$ cat src/rtl/seg_bcd_reader_pkg.sv
// Shared constants and types for the seven-segment to BCD frame reader.
// Glyph patterns are {A,B,C,D,E,F,G}, active-low.
package seg_bcd_reader_pkg;

    localparam logic [6:0] GLYPH_0     = 7'b0000001;
    localparam logic [6:0] GLYPH_1     = 7'b1001111;
    localparam logic [6:0] GLYPH_2     = 7'b0010010;
    localparam logic [6:0] GLYPH_3     = 7'b0000110;
    localparam logic [6:0] GLYPH_4     = 7'b1001100;
    localparam logic [6:0] GLYPH_5     = 7'b0100100;
    localparam logic [6:0] GLYPH_6     = 7'b0100000;
    localparam logic [6:0] GLYPH_7     = 7'b0001111;
    localparam logic [6:0] GLYPH_8     = 7'b0000000;
    localparam logic [6:0] GLYPH_9     = 7'b0000100;
    localparam logic [6:0] GLYPH_BLANK = 7'b1111111;

    localparam logic [3:0] BLANK_CODE  = 4'hF;
    localparam logic [3:0] ERR_CODE    = 4'hE;

    typedef enum logic {
        COLLECT = 1'b0,
        HOLD    = 1'b1
    } state_e;

endpackage

$ cat src/rtl/seg_glyph_decode.sv
// Combinational seven-segment glyph decoder: decimal digits, blank, or error.
// Unrecognised patterns map to ERR_CODE with err_o set.
module seg_glyph_decode (
    input  logic [6:0] seg_i,
    output logic [3:0] code_o,
    output logic       err_o
);
    import seg_bcd_reader_pkg::*;

    // Pattern lookup; anything outside the table is flagged as an error.
    always_comb begin
        code_o = ERR_CODE;
        err_o  = 1'b0;
        case (seg_i)
            GLYPH_0:     code_o = 4'd0;
            GLYPH_1:     code_o = 4'd1;
            GLYPH_2:     code_o = 4'd2;
            GLYPH_3:     code_o = 4'd3;
            GLYPH_4:     code_o = 4'd4;
            GLYPH_5:     code_o = 4'd5;
            GLYPH_6:     code_o = 4'd6;
            GLYPH_7:     code_o = 4'd7;
            GLYPH_8:     code_o = 4'd8;
            GLYPH_9:     code_o = 4'd9;
            GLYPH_BLANK: code_o = BLANK_CODE;
            default: begin
                code_o = ERR_CODE;
                err_o  = 1'b1;
            end
        endcase
    end

endmodule

$ cat src/rtl/seg_bcd_reader.sv
// Recovers BCD frames from a multiplexed seven-segment display bus and
// presents them on a valid/ready interface with a sticky overrun flag.
module seg_bcd_reader #(
    parameter int unsigned N_DIG  = 4,
    parameter int unsigned STABLE = 3
) (
    input  logic                 clk,
    input  logic                 rst,
    input  logic [6:0]           seg,
    input  logic [N_DIG-1:0]     dig_en,
    output logic [4*N_DIG-1:0]   bcd,
    output logic [N_DIG-1:0]     bcd_err,
    output logic                 bcd_valid,
    input  logic                 bcd_ready,
    output logic                 overrun
);
    import seg_bcd_reader_pkg::*;

    localparam logic [3:0]       STABLE_C = 4'(STABLE);
    localparam logic [N_DIG-1:0] ONE_DIG  = N_DIG'(1);
    localparam logic [N_DIG-1:0] ZERO_DIG = {N_DIG{1'b0}};

    logic [6:0]         prev_seg_q;
    logic [N_DIG-1:0]   prev_dig_q;
    logic [3:0]         cnt_q, cnt_d;
    logic [4*N_DIG-1:0] shadow_q, shadow_d;
    logic [N_DIG-1:0]   shadow_err_q, shadow_err_d;
    logic [N_DIG-1:0]   seen_q, seen_d;
    state_e             state_q, state_d;
    logic [4*N_DIG-1:0] bcd_q, bcd_d;
    logic [N_DIG-1:0]   err_q, err_d;
    logic               valid_q, valid_d;
    logic               overrun_q, overrun_d;

    logic [3:0]         code_s;
    logic               err_s;
    logic               onehot_s;
    logic               same_s;
    logic               accept_s;
    logic [N_DIG-1:0]   seen_acc_s;
    logic               frame_done_s;

    seg_glyph_decode u_decode (
        .seg_i  (seg),
        .code_o (code_s),
        .err_o  (err_s)
    );

    assign onehot_s     = (dig_en != ZERO_DIG) && ((dig_en & (dig_en - ONE_DIG)) == ZERO_DIG);
    assign same_s       = onehot_s && (seg == prev_seg_q) && (dig_en == prev_dig_q);
    assign seen_acc_s   = accept_s ? dig_en : ZERO_DIG;
    assign frame_done_s = &seen_q;

    // Saturating dwell counter; the single accept fires on the step that reaches STABLE.
    always_comb begin
        cnt_d    = 4'd0;
        accept_s = 1'b0;
        if (same_s && (cnt_q == STABLE_C)) begin
            cnt_d = cnt_q;
        end else if (same_s) begin
            cnt_d    = cnt_q + 4'd1;
            accept_s = ((cnt_q + 4'd1) == STABLE_C);
        end else begin
            cnt_d    = 4'd0;
            accept_s = 1'b0;
        end
    end

    // Shadow bank write for the digit currently being accepted.
    always_comb begin
        shadow_d     = shadow_q;
        shadow_err_d = shadow_err_q;
        for (int i = 0; i < int'(N_DIG); i++) begin
            if (accept_s && dig_en[i]) begin
                shadow_d[4*i +: 4] = code_s;
                shadow_err_d[i]    = err_s;
            end else begin
                shadow_d[4*i +: 4] = shadow_q[4*i +: 4];
                shadow_err_d[i]    = shadow_err_q[i];
            end
        end
    end

    // Frame FSM: an accept coinciding with frame completion starts the next frame's seen set.
    always_comb begin
        state_d   = state_q;
        bcd_d     = bcd_q;
        err_d     = err_q;
        valid_d   = valid_q;
        overrun_d = overrun_q;
        seen_d    = seen_q | seen_acc_s;
        case (state_q)
            COLLECT: begin
                if (frame_done_s) begin
                    bcd_d   = shadow_q;
                    err_d   = shadow_err_q;
                    seen_d  = seen_acc_s;
                    valid_d = 1'b1;
                    state_d = HOLD;
                end else begin
                    valid_d = 1'b0;
                end
            end
            HOLD: begin
                if (bcd_ready && frame_done_s) begin
                    bcd_d   = shadow_q;
                    err_d   = shadow_err_q;
                    seen_d  = seen_acc_s;
                    valid_d = 1'b1;
                end else if (bcd_ready) begin
                    valid_d = 1'b0;
                    state_d = COLLECT;
                end else if (frame_done_s) begin
                    overrun_d = 1'b1;
                    seen_d    = seen_acc_s;
                end else begin
                    valid_d = 1'b1;
                end
            end
            default: begin
                state_d = COLLECT;
                valid_d = 1'b0;
            end
        endcase
    end

    // State and data registers.
    always_ff @(posedge clk or posedge rst) begin
        if (rst) begin
            prev_seg_q   <= 7'd0;
            prev_dig_q   <= ZERO_DIG;
            cnt_q        <= 4'd0;
            shadow_q     <= {(4*N_DIG){1'b0}};
            shadow_err_q <= ZERO_DIG;
            seen_q       <= ZERO_DIG;
            state_q      <= COLLECT;
            bcd_q        <= {(4*N_DIG){1'b0}};
            err_q        <= ZERO_DIG;
            valid_q      <= 1'b0;
            overrun_q    <= 1'b0;
        end else begin
            prev_seg_q   <= seg;
            prev_dig_q   <= dig_en;
            cnt_q        <= cnt_d;
            shadow_q     <= shadow_d;
            shadow_err_q <= shadow_err_d;
            seen_q       <= seen_d;
            state_q      <= state_d;
            bcd_q        <= bcd_d;
            err_q        <= err_d;
            valid_q      <= valid_d;
            overrun_q    <= overrun_d;
        end
    end

    assign bcd       = bcd_q;
    assign bcd_err   = err_q;
    assign bcd_valid = valid_q;
    assign overrun   = overrun_q;

endmodule

$ cat config.mk
export PLATFORM = sky130hd
export DESIGN_NAME = seg_bcd_reader
export DESIGN_NICKNAME = d
export VERILOG_FILES = /design/src/rtl/seg_bcd_reader_pkg.sv /design/src/rtl/seg_glyph_decode.sv /design/src/rtl/seg_bcd_reader.sv
export SDC_FILE = /design/constraint.sdc
export NUM_CORES = 1
export LEC_CHECK = 0
export CORE_ASPECT_RATIO = 1.4
export CORE_MARGIN = 5
export CORE_UTILIZATION = 25
export CTS_CLUSTER_SIZE = 20
export DETAILED_ROUTE_END_ITERATION = 16
export PLACE_DENSITY = 0.52
export SYNTH_ARGS = -nofsm -noshare
export SYNTH_HDL_FRONTEND = slang
export SYNTH_SLANG_ARGS = --single-unit
$ cat constraint.sdc
create_clock -name clk -period 2.9 [get_ports clk]
set_clock_uncertainty 0.15 [all_clocks]
set_input_delay 0.58 -clock clk [delete_from_list [all_inputs] [get_ports clk]]
set_output_delay 0.58 -clock clk [all_outputs]
set_load 0.02 [all_outputs]
# [After elaboration in Yosys (flattened, before gate mapping)]
# Cells that the tools add are included.
[op_classes] n_addsub=2 n_eq_ne=17 mux=24 bitwise=5 reduce_logical=16
[op_table] cell="$pmux 4 s11" count=1
[op_table] cell="$mux 16" count=2
[op_table] cell="$pmux 16 s2" count=1
[op_table] cell="$mux 4" count=7
[op_table] cell="$eq 7x7->1 const B" count=3
[op_table] cell="$pmux 4 s2" count=2
[op_table] cell="$eq 7x3->1 const B" count=2
[op_table] cell="$eq 7x6->1 const B" count=2
[op_table] cell="$reduce_or 11->1" count=1
[op_table] cell="$logic_and 1x1->1" count=9
[op_table] cell="$mux 1" count=9
[op_table] cell="$eq 4x2->1 const B" count=2
[op_table] cell="$eq 7x1->1 const B" count=1
[op_table] cell="$eq 7x4->1 const B" count=1
[op_table] cell="$eq 7x5->1 const B" count=1
[op_table] cell="$eq 7x7->1" count=1
[op_table] cell="$logic_not 7->1" count=1
[op_table] cell="$reduce_and 7->1" count=1
[op_table] cell="$add 4x1->4 const B" count=1
[op_table] cell="$and 4x4->4" count=1
[op_table] cell="$eq 4x4->1" count=1
[op_table] cell="$logic_not 4->1" count=1
[op_table] cell="$ne 4x3->1 const B" count=1
[op_table] cell="$or 4x4->4" count=1
[op_table] cell="other kinds (8)" count=11
[totals] ff_bits=62 in_bits=14 out_inout_bits=22 wordCells=81

# [Depth between registers and ports, before layout]
# Gate-level depths: netlist of run 1.
[depth] ltp_word=14 ltp_mapped=6 ltp_nobuf=6

# [Hierarchy]
# From an unflattened synthesis of run 1, not the netlist that was laid out.
[unflattened] cells_unflattened=206 hier_area_um2=2696.3
[by_module_without_submodules] module="seg_bcd_reader" instances=1 cells_each=168 area_per_inst_um2=2417.3 seq_area_each_um2=1551.5
[by_module_without_submodules] module="seg_glyph_decode" instances=1 cells_each=38 area_per_inst_um2=279.0 seq_area_each_um2=0.0

# [Worst setup path before layout of run 1]
# OpenSTA, ideal clock, no wires.
[synth_timing] path_type="input -> register" startpoint="input dig_en[0]" endpoint="register shadow_err_q[0]" setup_time_ns=0.125 arrival_time_ns=2.151 required_ns=2.625 path_slack_ns=0.474 stages=4 n_path_buf=0 cell_sequence="or4_4 -> a2111oi_4 -> nand4_1 -> mux2_2"
[synth_via] elab_chain_cells=9
[synth_lines] item="start: declaration" line="seg_bcd_reader.sv:10" rtl="input logic [N_DIG-1:0] dig_en,"
[synth_lines] item="$sub 4x1->4" line="seg_bcd_reader.sv:49" rtl="assign onehot_s = (dig_en != ZERO_DIG) && ((dig_en & (dig_en - ONE_DIG)) == ZERO_DIG);"
[synth_lines] item="$and 4x4->4" line="seg_bcd_reader.sv:49"
[synth_lines] item="$logic_not 4->1" line="seg_bcd_reader.sv:49"
[synth_lines] item="$logic_and 1x1->1" line="seg_bcd_reader.sv:49"
[synth_lines] item="$logic_and 1x1->1 (2 in series)" line="seg_bcd_reader.sv:50" rtl="assign same_s = onehot_s && (seg == prev_seg_q) && (dig_en == prev_dig_q);"
[synth_lines] item="$mux 1 or $logic_and 1x1->1 (tied branches)" line="seg_bcd_reader.sv:60, seg_bcd_reader.sv:58"
[synth_lines] item="$mux 1" line="seg_bcd_reader.sv:58" rtl="if (same_s && (cnt_q == STABLE_C)) begin"
[synth_lines] item="$logic_and 1x1->1 *" line="seg_bcd_reader.sv:74" rtl="if (accept_s && dig_en[i]) begin"
[synth_lines] item="end signal: assignment" line="seg_bcd_reader.sv:146" rtl="shadow_err_q <= shadow_err_d;"
[synth_lines] item="end: declaration" line="seg_bcd_reader.sv:27" rtl="logic [N_DIG-1:0] shadow_err_q, shadow_err_d;"
# Mark *: on every way between the ends. The rest lies on a longest branch, timed or not.
# A chain may end at the register's enable or synchronous reset.

# [Worst setup path after layout of run 1]
[layout_timing] startpoint="input dig_en[2]" endpoint="register shadow_q[6]"
[layout_via] elab_chain_cells=9
[layout_lines] item="$sub 4x1->4" line="seg_bcd_reader.sv:49"
[layout_lines] item="$and 4x4->4" line="seg_bcd_reader.sv:49"
[layout_lines] item="$logic_not 4->1" line="seg_bcd_reader.sv:49"
[layout_lines] item="$logic_and 1x1->1" line="seg_bcd_reader.sv:49"
[layout_lines] item="$logic_and 1x1->1" line="seg_bcd_reader.sv:50"
[layout_lines] item="$logic_and 1x1->1 *" line="seg_bcd_reader.sv:50"
[layout_lines] item="$mux 1 or $logic_and 1x1->1 (tied branches)" line="seg_bcd_reader.sv:60, seg_bcd_reader.sv:58"
[layout_lines] item="$mux 1 *" line="seg_bcd_reader.sv:58"
[layout_lines] item="$logic_and 1x1->1 *" line="seg_bcd_reader.sv:74"
[layout_lines] item="end signal: assignment" line="seg_bcd_reader.sv:133" rtl="shadow_q <= {(4*N_DIG){1'b0}};"
[layout_lines] item="end signal: assignment" line="seg_bcd_reader.sv:145" rtl="shadow_q <= shadow_d;"
[layout_lines] item="end: declaration" line="seg_bcd_reader.sv:26" rtl="logic [4*N_DIG-1:0] shadow_q, shadow_d;"
# Marks and branches as above.

==> impl_metrics.toml, run 1 <==
[final_layout]
fin_area_um2 = 3700
antennaDiodeCount = 0
fin_nets = 290
nFillCells = 1064
utilization_pct = 34.4
drive_above_1_share_pct = 29.7
regArea_um2 = 1550
multi_input_area_um2 = 1120
area_delta_synth_final_pct = 36.1

[setup_path]
cp-start-kind = "input port"
cp-startpoint = "dig_en[2]"
crit_fanout = 6
worstSetupEndpoint = "shadow_q[6]"
cp.required_ns = 2.95
reg2reg_depth = 4
r2r_end = "shadow_q[6]"
critPathKind = "input port to flop"
critPathCaptureType = "flop"
r2r_slack_ns = 0.57
rr_startpoint = "prev_dig_q[1]"
cp.arrival_ns = 2.78

[yosys]
synth_compound_gate_area_share_pct = 6.91
synth_area_leaders = "dfrtp_1 57%, mux2_2 17%, xnor2_1 3.9%, nand2_1 2.2%, nand4_1 1.6%"
synthMuxAreaShare_pct = 17.0
ys_types = 42
synth_enable_flop_cells = 0
syn_area_um2 = 2720
seq_area_frac_synth_pct = 57.1
ys.flop_type = "dfrtp_1"
synth-simple-area-share_pct = 12.3
yosys_warnings = 0
synth-seq-cells = 62
async_flop_share_pct = 100
synth_top_family_by_area = "multiplexers"
syn_nets = 232
synthMostInstantiatedCell = "dfrtp_1"
synth_top_area_cell = "dfrtp_1"
yosysTopAreaCellShare_pct = 57.1
yosys.area_share.xor_xnor_pct = 4.19
synthesis.instances = 216
synthTopCellsByCount = "62 x dfrtp_1, 40 x mux2_2, 16 x nand2_1, 12 x xnor2_1, 11 x nor2_1"
syn_avg_cell_area_um2 = 12.6
synth_fa_ha_area_share_pct = 0.921

[timing]
slew_violations = 0
period_minus_slack_ns = 2.73
worst_pin_slew_ns = 0.674
hold_viol_final = 0
rsz0062_at_grt = "no"
fmax_ghz = 0.366
slew_headroom_pct = 54.7
finalSetupViolCount = 0
period_share_pct = 94.1

[route]
drt-initial-drc-count = 114
drtAntennaViolNets = 0
drc = 0
finalWirelength_um = 6000
vias = 1883
firstDrtPassIters = 5
avgRoutedWirePerCell_um = 14.3
via_per_inst = 4.48

[placement]
place_area_um2 = 3380
gp_congestion = 0.832
dp_hpwl_um = 4380
portBuffers = 35

[clock_tree]
cts_setup_buffers = 0
clockRootBuffer = "clkbuf_16"
cts_max_path_buffers = 2
h-tree-depth = 3
cts_tree = "done"
cts_inserted_buffers = 9
path_clk_slew_ns = 0.05
clock-sinks = 62
hold_buffers = 0
cts_resized = 0
clock_latency_ns = 0.32

[grt]
globalRoute.totalOverflow = 0
grt_pass1_wl_um = 10100
grt_use_total_pct = 9.89
antenna_found_initial = 0
grt_start_max_net_pins = 29
grt_pass1_vias = 1963

[pwr]
ir_drop_v = 0.000295
total_power_mw = 2.12
powerDensity_nw_per_um2 = 574
p_leak_nw = 1.67

[outcome]
outcome = "finished clean"

[hold_path]
hp-class = "flop to flop"

[floorplan]
core_um2 = 10800
dieArea_um2 = 13100
initial_utilization_pct = 25.3
ios = 36
row_count = 45
fp.dieH_um = 133
die_x_um = 98.1

[job]
drv_cap = 0
flip-flops by register name (all words and copies together) (netlist names):
register and cells:
shadow_err_q 4, shadow_q 16, prev_dig_q 4, overrun 1, bcd_valid 1, cnt_q 4, state_q 1, bcd_err 4
seen_q 4, prev_seg_q 7, bcd 16
layout make-up:
| cell class | count | area share [%] |
|---|---|---|
| Clock inverter | 4 | 1.90 |
| Tap cell | 141 | 4.77 |
| Inverter | 3 | 0.305 |
| Timing Repair Buffer | 56 | 14.1 |
| Clock buffer | 12 | 6.67 |
| Multi-Input combinational cell | 142 | 30.3 |
| Sequential cell | 62 | 42.0 |
critical path, cell delays in order:
cell             delay, ns
clkdlybuf4s50_1       0.45
xnor2_1               0.14
or4_4                 0.44
a2111oi_4             0.47
nand4_2               0.34
mux2_2                0.36
kinds of logic (layout without fill, tap and decap cells):
family          Yosys count  count (layout)
buf+inv                  12              75
simple gates             61              61
flops                    62              62
compound gates           25              25
xor+xnor                 13              13
mux                      41              41
fa+ha+maj                 2               2
worst min-delay path by stage:
stage                          from   endpoint  slack, ns  depth (start not counted)
final                       overrun    overrun       0.33                          1
after global routing        overrun    overrun       0.36                          1
after CTS                   overrun    overrun       0.34                          1
after detailed placement    overrun    overrun       0.32                          1
after global placement      overrun    overrun       0.31                          1
after floorplan           seen_q[2]  seen_q[2]       0.30                          2
power by group:
part	leakage [nW]	switching, mW	internal (mW)	total (mW)
sequential	0.839	0.00371	0.875	0.879
combinational	0.675	0.0658	0.0547	0.120
clock	0.157	0.352	0.772	1.12
total	1.67	0.421	1.70	2.12
layer usage:
layer  vias to the layer above  global-route usage [%]  share of wire, %
met5                         -                       0                 0
met4                         0                    4.46               2.1
met3                        11                    3.25               4.3
met2                        42                    15.7                49
met1                       935                    12.2                44
li1                        895                       -                 -
through the flow:
stage          TNS (ns)  hold WS, ns  setup slack (ns)  std cells
6_report              0        0.330             0.171        420
5_1_grt               0        0.357            0.0775        420
4_1_cts               0        0.335             0.165        420
3_5_place_dp      -1.68        0.320            -0.163        404
3_3_place_gp      -1.58        0.312            -0.169        404
2_1_floorplan         0        0.297             0.474        216
placed cells by master, fill, tap and decap left out, types with 3 or more instances in the layout:
cell              n
nand4_1           7
nand3_1           3
buf_4            20
nor2_1           11
nand2_1          16
nor3_1            8
dfrtp_1          62
clkdlybuf4s50_1  35
clkbuf_16         9
xnor2_1          12
a21oi_1           8
mux2_2           40
No activity file was read; power rests on OpenSTA's default activity.
==> run 2, diff against run 1 <==
Settings changed: DONT_BUFFER_PORTS set to 1, PLACE_DENSITY 0.52 to 0.47.
==> run 2 against run 1 <==
Effect of this change:
- highest routed layer unchanged
- wire length fell by 3.2%
- final area fell by 13%
- critical endpoint is now shadow_err_q[3]
- largest cell class unchanged
- non-clock buffer count fell by 50
- clock power barely moved
==> impl_metrics.toml, run 2 (synthesis results as in run 1) <==
[floorplan]
row_count = 45
fp.dieH_um = 133
dieArea_um2 = 13100
core_um2 = 10800
ios = 36
die_x_um = 98.1
initial_utilization_pct = 25.3

[timing]
rsz0062_at_grt = "no"
period_share_pct = 81.8
fmax_ghz = 0.421
slew_headroom_pct = 56.6
slew_violations = 0
hold_viol_final = 0
worst_pin_slew_ns = 0.649
period_minus_slack_ns = 2.37
finalSetupViolCount = 0
finalSetupTns_ns = 0

[grt]
grt_use_total_pct = 9.39
grt_pass1_wl_um = 9400
grt_pass1_vias = 1721
grt_start_max_net_pins = 63
globalRoute.totalOverflow = 0
antenna_found_initial = 0

[clock_tree]
cts_inserted_buffers = 9
hold_buffers = 0
clockRootBuffer = "clkbuf_16"
cts_tree = "done"
cts_setup_buffers = 0
cts_resized = 0
cts_max_path_buffers = 2
clock-sinks = 62
path_clk_slew_ns = 0.05
h-tree-depth = 3
clock_latency_ns = 0.32

[setup_path]
critPathCaptureType = "flop"
rr_startpoint = "prev_dig_q[1]"
critPathSlowestCell = "or4_4"
reg2reg_depth = 4
crit_fanout = 6
critPathKind = "flop to flop"
cp.required_ns = 2.95
r2r_end = "shadow_err_q[3]"
cp-start-kind = "flop"
cp.arrival_ns = 2.43
r2r_slack_ns = 0.53
critPathMaxStageDelay_ns = 0.51
path_cells = "or4_4 -> a2111oi_4 -> nand4_1 -> mux2_2"

[final_layout]
fin_nets = 240
layout_commonest_cell = "dfrtp_1"
fin_area_um2 = 3230
most-common-layout-cells = "62 x dfrtp_1, 40 x mux2_2, 16 x nand2_1, 12 x xnor2_1, 11 x nor2_1"
area_delta_synth_final_pct = 18.8
nFillCells = 1079
drive_above_1_share_pct = 30.7
antennaDiodeCount = 0

[route]
drc = 0
vias = 1642
drt-initial-drc-count = 46
avgRoutedWirePerCell_um = 15.7
firstDrtPassIters = 4
finalWirelength_um = 5810
drtAntennaViolNets = 0
via_per_inst = 4.45

[pwr]
p_leak_nw = 1.47
powerDensity_nw_per_um2 = 629
total_power_mw = 2.03
ir_drop_v = 0.000225

[placement]
dp_hpwl_um = 4070
place_area_um2 = 2920
gp_congestion = 0.683
portBuffers = 0

[job]
drv_cap = 0

[hold_path]
hp-class = "input port to async pin"

[outcome]
outcome = "finished clean"
-- run 2: cell count changes in the layout (fill, tap and decap cells not counted), sizes merged --
| cell | before | now |
|---|---|---|
| buf | 21 | 6 |
| clkinv | 2 | 1 |
| bufinv | 2 | 1 |
| clkinvlp | 0 | 1 |
| clkdlybuf4s50 | 35 | 0 |
-- run 2: worst max path at each step --
stage,from,to,cells past startpoint
floorplan,dig_en[0],shadow_err_q[0],4
global placement,dig_en[0],shadow_q[13],4
detailed placement,dig_en[0],shadow_err_q[3],4
CTS,prev_dig_q[1],shadow_q[12],4
global route,prev_dig_q[1],shadow_q[12],4
finish,prev_dig_q[1],shadow_err_q[3],4
-- run 2: layout make-up --
class | instances | area [µm²] | share of cell area [%]
clock buffers | 12 | 267 | 8.26
clock inverters | 3 | 42.5 | 1.32
inverters | 3 | 11.3 | 0.349
multi-input cells | 142 | 1120 | 34.8
flip-flops and latches | 62 | 1550 | 48.1
well taps | 141 | 176 | 5.47
repair buffers | 6 | 57.6 | 1.78
-- run 2: metrics by stage --
step / hold WS, ns / cells / utilization [%] / setup slack, ns
finish: 0.0520 / 369 / 30.0 / 0.527
global route: 0.0832 / 369 / 30.0 / 0.387
CTS: 0.0695 / 369 / 30.0 / 0.506
detailed placement: 0.314 / 354 / 27.1 / 0.273
global placement: 0.314 / 354 / 27.1 / 0.312
floorplan: 0.297 / 216 / - / 0.474
-- run 2: metal layers --
| layer | global-route usage [%] | part of all wire (%) | vias to the layer above |
|---|---|---|---|
| met5 | 0 | 0 | - |
| met4 | 4.46 | 1.6 | 0 |
| met3 | 4.77 | 9.0 | 8 |
| met2 | 15.1 | 48 | 46 |
| met1 | 10.2 | 41 | 794 |
| li1 | - | - | 794 |
-- run 2: power breakdown --
| group | internal [mW] | leakage [nW] | total (mW) | switching, mW |
|---|---|---|---|---|
| clock | 0.728 | 0.151 | 1.09 | 0.358 |
| sequential | 0.875 | 0.839 | 0.880 | 0.00494 |
| combinational | 0.0278 | 0.479 | 0.0663 | 0.0385 |
| total | 1.63 | 1.47 | 2.03 | 0.401 |
-- run 2: worst max-delay path, delay by kind of cell (launching register included) --
| kind | cells | cell delay, ns |
|---|---|---|
| mux | 1 | 0.39 |
| flops | 1 | 0.39 |
| compound gates | 1 | 0.45 |
| simple gates | 2 | 0.89 |
==> patch 1, RTL diff (flow settings as in run 2) <==
Change the parameter `N_DIG` from 4 to 2.
--- a/src/rtl/seg_bcd_reader.sv
+++ b/src/rtl/seg_bcd_reader.sv
@@ -3,3 +3,3 @@
 module seg_bcd_reader #(
-    parameter int unsigned N_DIG  = 4,
+    parameter int unsigned N_DIG  = 2,
     parameter int unsigned STABLE = 3
Ports: changed (resized bcd, bcd_err and dig_en); port bits go from 36 to 24. No check against the original RTL was run, so the function may have changed too.
==> patch 1 against run 2 <==
  * Final area shrank 38%
  * Power shrank 52%
  * Synthesized cell count shrank 31%
  * Wire length shrank 37%
  * Non-clock buffer count shrank 4
  * Setup slack gained 23 ps
  * Sequential cell count shrank 24
  * Synthesized area shrank 33%
  * Maximum frequency grew 0.98%
  * Critical endpoint is now shadow_q[3]$_DFFE_PP0P_
  * Largest power group is now registers
==> patch 1: results (changes against run 2) <==
- Vias in the first global route: 1223 (-29%)
- Share of cells above drive strength 1: 0.272 (-0.0355)
- Routed WL: 3630 um (-37%)
- Fin area: 0.00200 mm^2 (-38%)
- Total grt overflow: 0 (unchanged)
- Reg2Reg Setup Slack: 550 ps (+20 ps)
- Port Buf Inserts: 0 (unchanged)
- Initial antenna violation count: 0 (unchanged)
- CTS buffer count: 5 (-4)
- Post-synth top cells: dfrtp_1, mux2_2, nor2_1
- Initial drt markers: 58 (+26%)
- GP Congestion: 0.700 (+2.5%)
- Reg2Reg Depth: 5 (+1)
- Max-slew headroom at the worst pin: 0.592 (+0.0256)
- WP data arrival: 2380 ps (-50 ps)
- Yosys warnings: 0 (unchanged)
- Buffers inserted by post-CTS timing repair: 0 (unchanged)
- R2r startpoint: prev_dig_q[1]$_DFF_PP0_
- Drt first pass iters: 6 (+2)
- Largest net degree at the start of global routing: 39 (-38%)
- Layout Nets: 164 (-32%)
- Placed cell area: 0.00191 mm^2 (-35%)
- Sequential cell area fraction in the yosys report: 0.521 (-0.0503)
- Root Driver: clkbuf_8
- Total GRT Usage: 0.0877 (-0.00618)
- H-tree levels: 2 (-1)
- Vias: 1136 (-31%)
- Maximum clock path buffer count: 2 (unchanged)
- ANT cells: 0 (unchanged)
- Netlist cell types: 46 (+9.5%)
- FFs w/ async S/R, synth: 1.00 (unchanged)
- P_int: 749 uW (-54%)
- Post-DP HPWL: 2710 um (-33%)
- Clk slew on worst S/H paths: 80 ps (+30 ps)
- Post_cts resized: 0 (unchanged)
- Status: finished, final reports clean
- First-pass GRT wire length: 6060 um (-36%)
- VDD IR-drop max: 132 uV (-41%)
- Crit path max fanout: 6 (unchanged)
- Worst skew pair latency: 290 ps (-30 ps)
- Worst min path class: in2async
- Top post-synthesis cells by area: dfrtp_1, mux2_2, xnor2_1
- R2r endpoint: shadow_q[3]$_DFFE_PP0P_
- Leakage: 0.903 nW (-39%)
- Hold_ws: 138 ps (+85.9 ps)
- Filler instances: 769 (-29%)
==> patch 1: cell types whose count changed in the layout (fill, tap and decap cells not counted), sizes merged, moves of 4 or more <==
cell | run 2 | this run
dfrtp | 62 | 38
nand4 | 8 | 1
mux2 | 40 | 21
clkbuf | 12 | 6
nand2 | 16 | 7
buf | 6 | 2
xnor2 | 12 | 6
==> patch 1: layout make-up <==
cell class / instances / share of cell area
Sequential cell: 38 / 0.475
Multi-Input combinational cell: 97 / 0.398
Tap cell: 97 / 0.0607
Clock buffer: 6 / 0.0413
Inverter: 6 / 0.0113
Timing Repair Buffer: 2 / 0.00750
Clock inverter: 2 / 0.00625
==> patch 1: logic make-up after synthesis <==
family | after synthesis | synth area share
AOI/OAI and AO/OA | 20 | 0.0809
xor gates and xnor gates | 9 | 0.0617
and+or+nand+nor | 45 | 0.150
adders and majority gates | 2 | 0.0137
muxes | 21 | 0.130
DFF | 38 | 0.521
buffers and inverters | 14 | 0.0432
==> patch 1: power by group through the flow <==
stage / registers [mW] / clock network (mW) / logic, mW
after global placement: 0.550 / 0 / 0.0457
after floorplan: 0.550 / 0 / 0.0521
after detailed placement: 0.551 / 0 / 0.0464
after CTS: 0.540 / 0.396 / 0.0467
final: 0.540 / 0.382 / 0.0455
after global routing: 0.541 / 0.416 / 0.0522
==> patch 1: metal layers <==
layer  wire length [um]  vias up  track usage
li1                   -      519            -
met5                  0        -            0
met1               1410      582       0.0917
met2               1910       27        0.149
met4                 91        0       0.0477
met3                224        8       0.0293
==> patch 1: worst max-delay path: stages, from the launching register on <==
cell      delay [ps]
dfrtp_1          380
nor4bb_1         350
o211ai_1         140
or4_4            500
nor3_4           340
mux2_2           370
==> patch 1: metrics by stage <==
step / instances / setup slack, ps
global placement: 240 / 404
CTS: 248 / 562
finish: 248 / 550
global route: 248 / 468
floorplan: 149 / 440
detailed placement: 240 / 360
==> patch 1: how the worst max path moves through the flow <==
stage	depth (start not counted)	endpoint	from	slack, ps
after CTS	5	shadow_err_q[0]$_DFFE_PP0P_	prev_dig_q[1]$_DFF_PP0_	560
after detailed placement	5	shadow_q[5]$_DFFE_PP0P_	dig_en[1]	360
final	5	shadow_q[3]$_DFFE_PP0P_	prev_dig_q[1]$_DFF_PP0_	550
after floorplan	7	shadow_err_q[0]$_DFFE_PP0P_	seg[4]	440
after global placement	5	shadow_q[3]$_DFFE_PP0P_	dig_en[1]	400
after global routing	5	shadow_q[6]$_DFFE_PP0P_	prev_dig_q[1]$_DFF_PP0_	470
==> patch 2, RTL diff (config.mk and constraints of run 2) <==
Made on the original files. Put one more register stage on the output `overrun`, cleared by the reset. The value now appears one clock later. The other outputs are not delayed to match.
--- a/src/rtl/seg_bcd_reader.sv
+++ b/src/rtl/seg_bcd_reader.sv
@@ -158,3 +158,9 @@
     assign bcd_valid = valid_q;
-    assign overrun   = overrun_q;
+    always_ff @(posedge clk or posedge rst) begin
+        if (rst) begin
+            overrun <= '0;
+        end else begin
+            overrun <= overrun_q;
+        end
+    end
 
Check against the original RTL: same outputs for any inputs over 10 cycles, from zero or initial values and one cycle with rst high; that may be too few to reach the edited logic, so the function may still have changed.
==> patch 2 against run 2 <==
  * Synthesized area up 0.92%
  * Final cell count up 0.54%
  * Wire length up 0.17%
  * Highest routed layer unchanged
  * Sequential cell count up 1
  * Synthesized cell count up 0.46%
  * Power up 2.2%
  * Core utilization up 0.12 points
  * Via count up 1.6%
  * Final area up 0.93%
  * Largest cell class unchanged
  * Setup slack better by 3.6 ps
==> patch 2: results (changes against run 2) <==
- Status: finished, final reports clean
- Vias: 1669 (+1.6%)
- Final max-slew violation count: 0 (unchanged)
- Initial antenna violation count: 0 (unchanged)
- Drt first pass iters: 4 (unchanged)
- Post-synth top cells: dfrtp_1, mux2_2, nand2_1
- Post_cts resized: 0 (unchanged)
- Filler instances: 1111 (+3.0%)
- Mux contribution to synthesized area: 0.168 (-0.00155)
- Share of the synthesized area in the top cell type: 0.575 (+0.00391)
- ANT cells: 0 (unchanged)
- Post-Synth Adder-Cell Area: 0.00913 (-0.0000841)
- First-pass GRT wire length: 9690 um (+3.2%)
- Netlist cell types: 42 (unchanged)
- H-tree levels: 3 (unchanged)
- Largest net degree at the start of global routing: 64 (+1.6%)
- FFs w/ async S/R, synth: 1.00 (unchanged)
- Compound-Gate Fraction of Synth Area: 0.0685 (-0.000631)
- Vias in the first global route: 1751 (+1.7%)
- Per-cell routed wire length: 15.7 um (-0.37%)
- Hold buffer count at CTS: 0 (unchanged)
- Synth Area in XOR/XNOR: 0.0415 (-0.000383)
- Placed Cells: 355 (+0.28%)
- Port Buf Inserts: 0 (unchanged)
- GP Congestion: 0.733 (+7.3%)
- Post-DP HPWL: 4150 um (+2.0%)
- Placed cell area: 0.00294 mm^2 (+0.86%)
- Yosys warnings: 0 (unchanged)
- Leakage: 1.48 nW (+0.65%)
- Net Count, Synth: 233 (+0.43%)
- Top post-synthesis cells by area: dfrtp_1, mux2_2, xnor2_1
- Worst skew pair latency: 320 ps (about the same)
- Synth Flop Type: dfrtp_1
- Routed WL: 5820 um (+0.17%)
- Maximum clock path buffer count: 2 (unchanged)
- Layout Nets: 241 (+0.42%)
- CTS buffer count: 9 (unchanged)
- Buffers inserted by post-CTS timing repair: 0 (unchanged)
- Max-slew headroom at the worst pin: 0.586 (+0.0200)
- Setup WS pre-CTS: 282 ps (+9.17 ps)
- Worst min path class: in2async
- Sequential cell area fraction in the yosys report: 0.575 (+0.00391)
- Total GRT Usage: 0.0963 (+0.00243)
- Share of cells above drive strength 1: 0.304 (-0.00267)
- Initial drt markers: 66 (+43%)
- VDD IR-drop max: 302 uV (+34%)
- DRC errors left: 0 (unchanged)
- Root Driver: clkbuf_16
- Crit path max fanout: 6 (unchanged)
- EDFF count, synth: 0 (unchanged)
- WP data arrival: 2420 ps
- Synth Instances: 217 (+0.46%)
- Clk slew on worst S/H paths: 50 ps (about the same)
## patch 2: report_power, final
| part | total (mW) | leakage, nW | internal [mW] | switching, mW |
|---|---|---|---|---|
| clock | 1.12 | 0.148 | 0.748 | 0.368 |
| combinational | 0.0665 | 0.479 | 0.0275 | 0.0390 |
| sequential | 0.894 | 0.850 | 0.889 | 0.00504 |
| total | 2.08 | 1.48 | 1.66 | 0.412 |
## patch 2: final timing paths
kind / from / endpoint / slack, ps / cells past startpoint
min in group clk: dig_en[2] / prev_dig_q[2]$_DFF_PP0_ / 140 / 0
min: rst / cnt_q[2]$_DFFE_PP0N_ / 50 / 2
min reg2reg: overrun_q$_DFFE_PP0P_ / overrun$_DFF_PP0_ / 220 / 0
max in group asynchronous: rst / bcd[15]$_DFFE_PP0P_ / 2260 / 2
max reg2reg: prev_dig_q[1]$_DFF_PP0_ / shadow_err_q[0]$_DFFE_PP0P_ / 530 / 4
max: prev_dig_q[1]$_DFF_PP0_ / shadow_err_q[0]$_DFFE_PP0P_ / 530 / 4
## patch 2: final cells by class
class / instances / area, um^2 / share of cell area
clock inverter: 6 / 85.1 / 0.0261
clock buffer: 10 / 229 / 0.0703
inverter: 3 / 11.3 / 0.00346
multi-input combinational: 142 / 1120 / 0.344
tap: 141 / 176 / 0.0541
sequential: 63 / 1580 / 0.484
timing repair buffer: 6 / 57.6 / 0.0177
## patch 2: worst max-delay path, stage by stage (launching register included)
cell       delay (ps)
dfrtp_1           390
or4_4             510
a2111oi_4         450
nand4_1           370
mux2_2            380
## patch 2: metal layers
metal  global-route usage  vias up  wire (um)
li1                     -      797          -
met1                0.113      833       2380
met2                0.150       30       2930
met3               0.0411        9        381
met4               0.0478        0        128
met5                    0        -          0
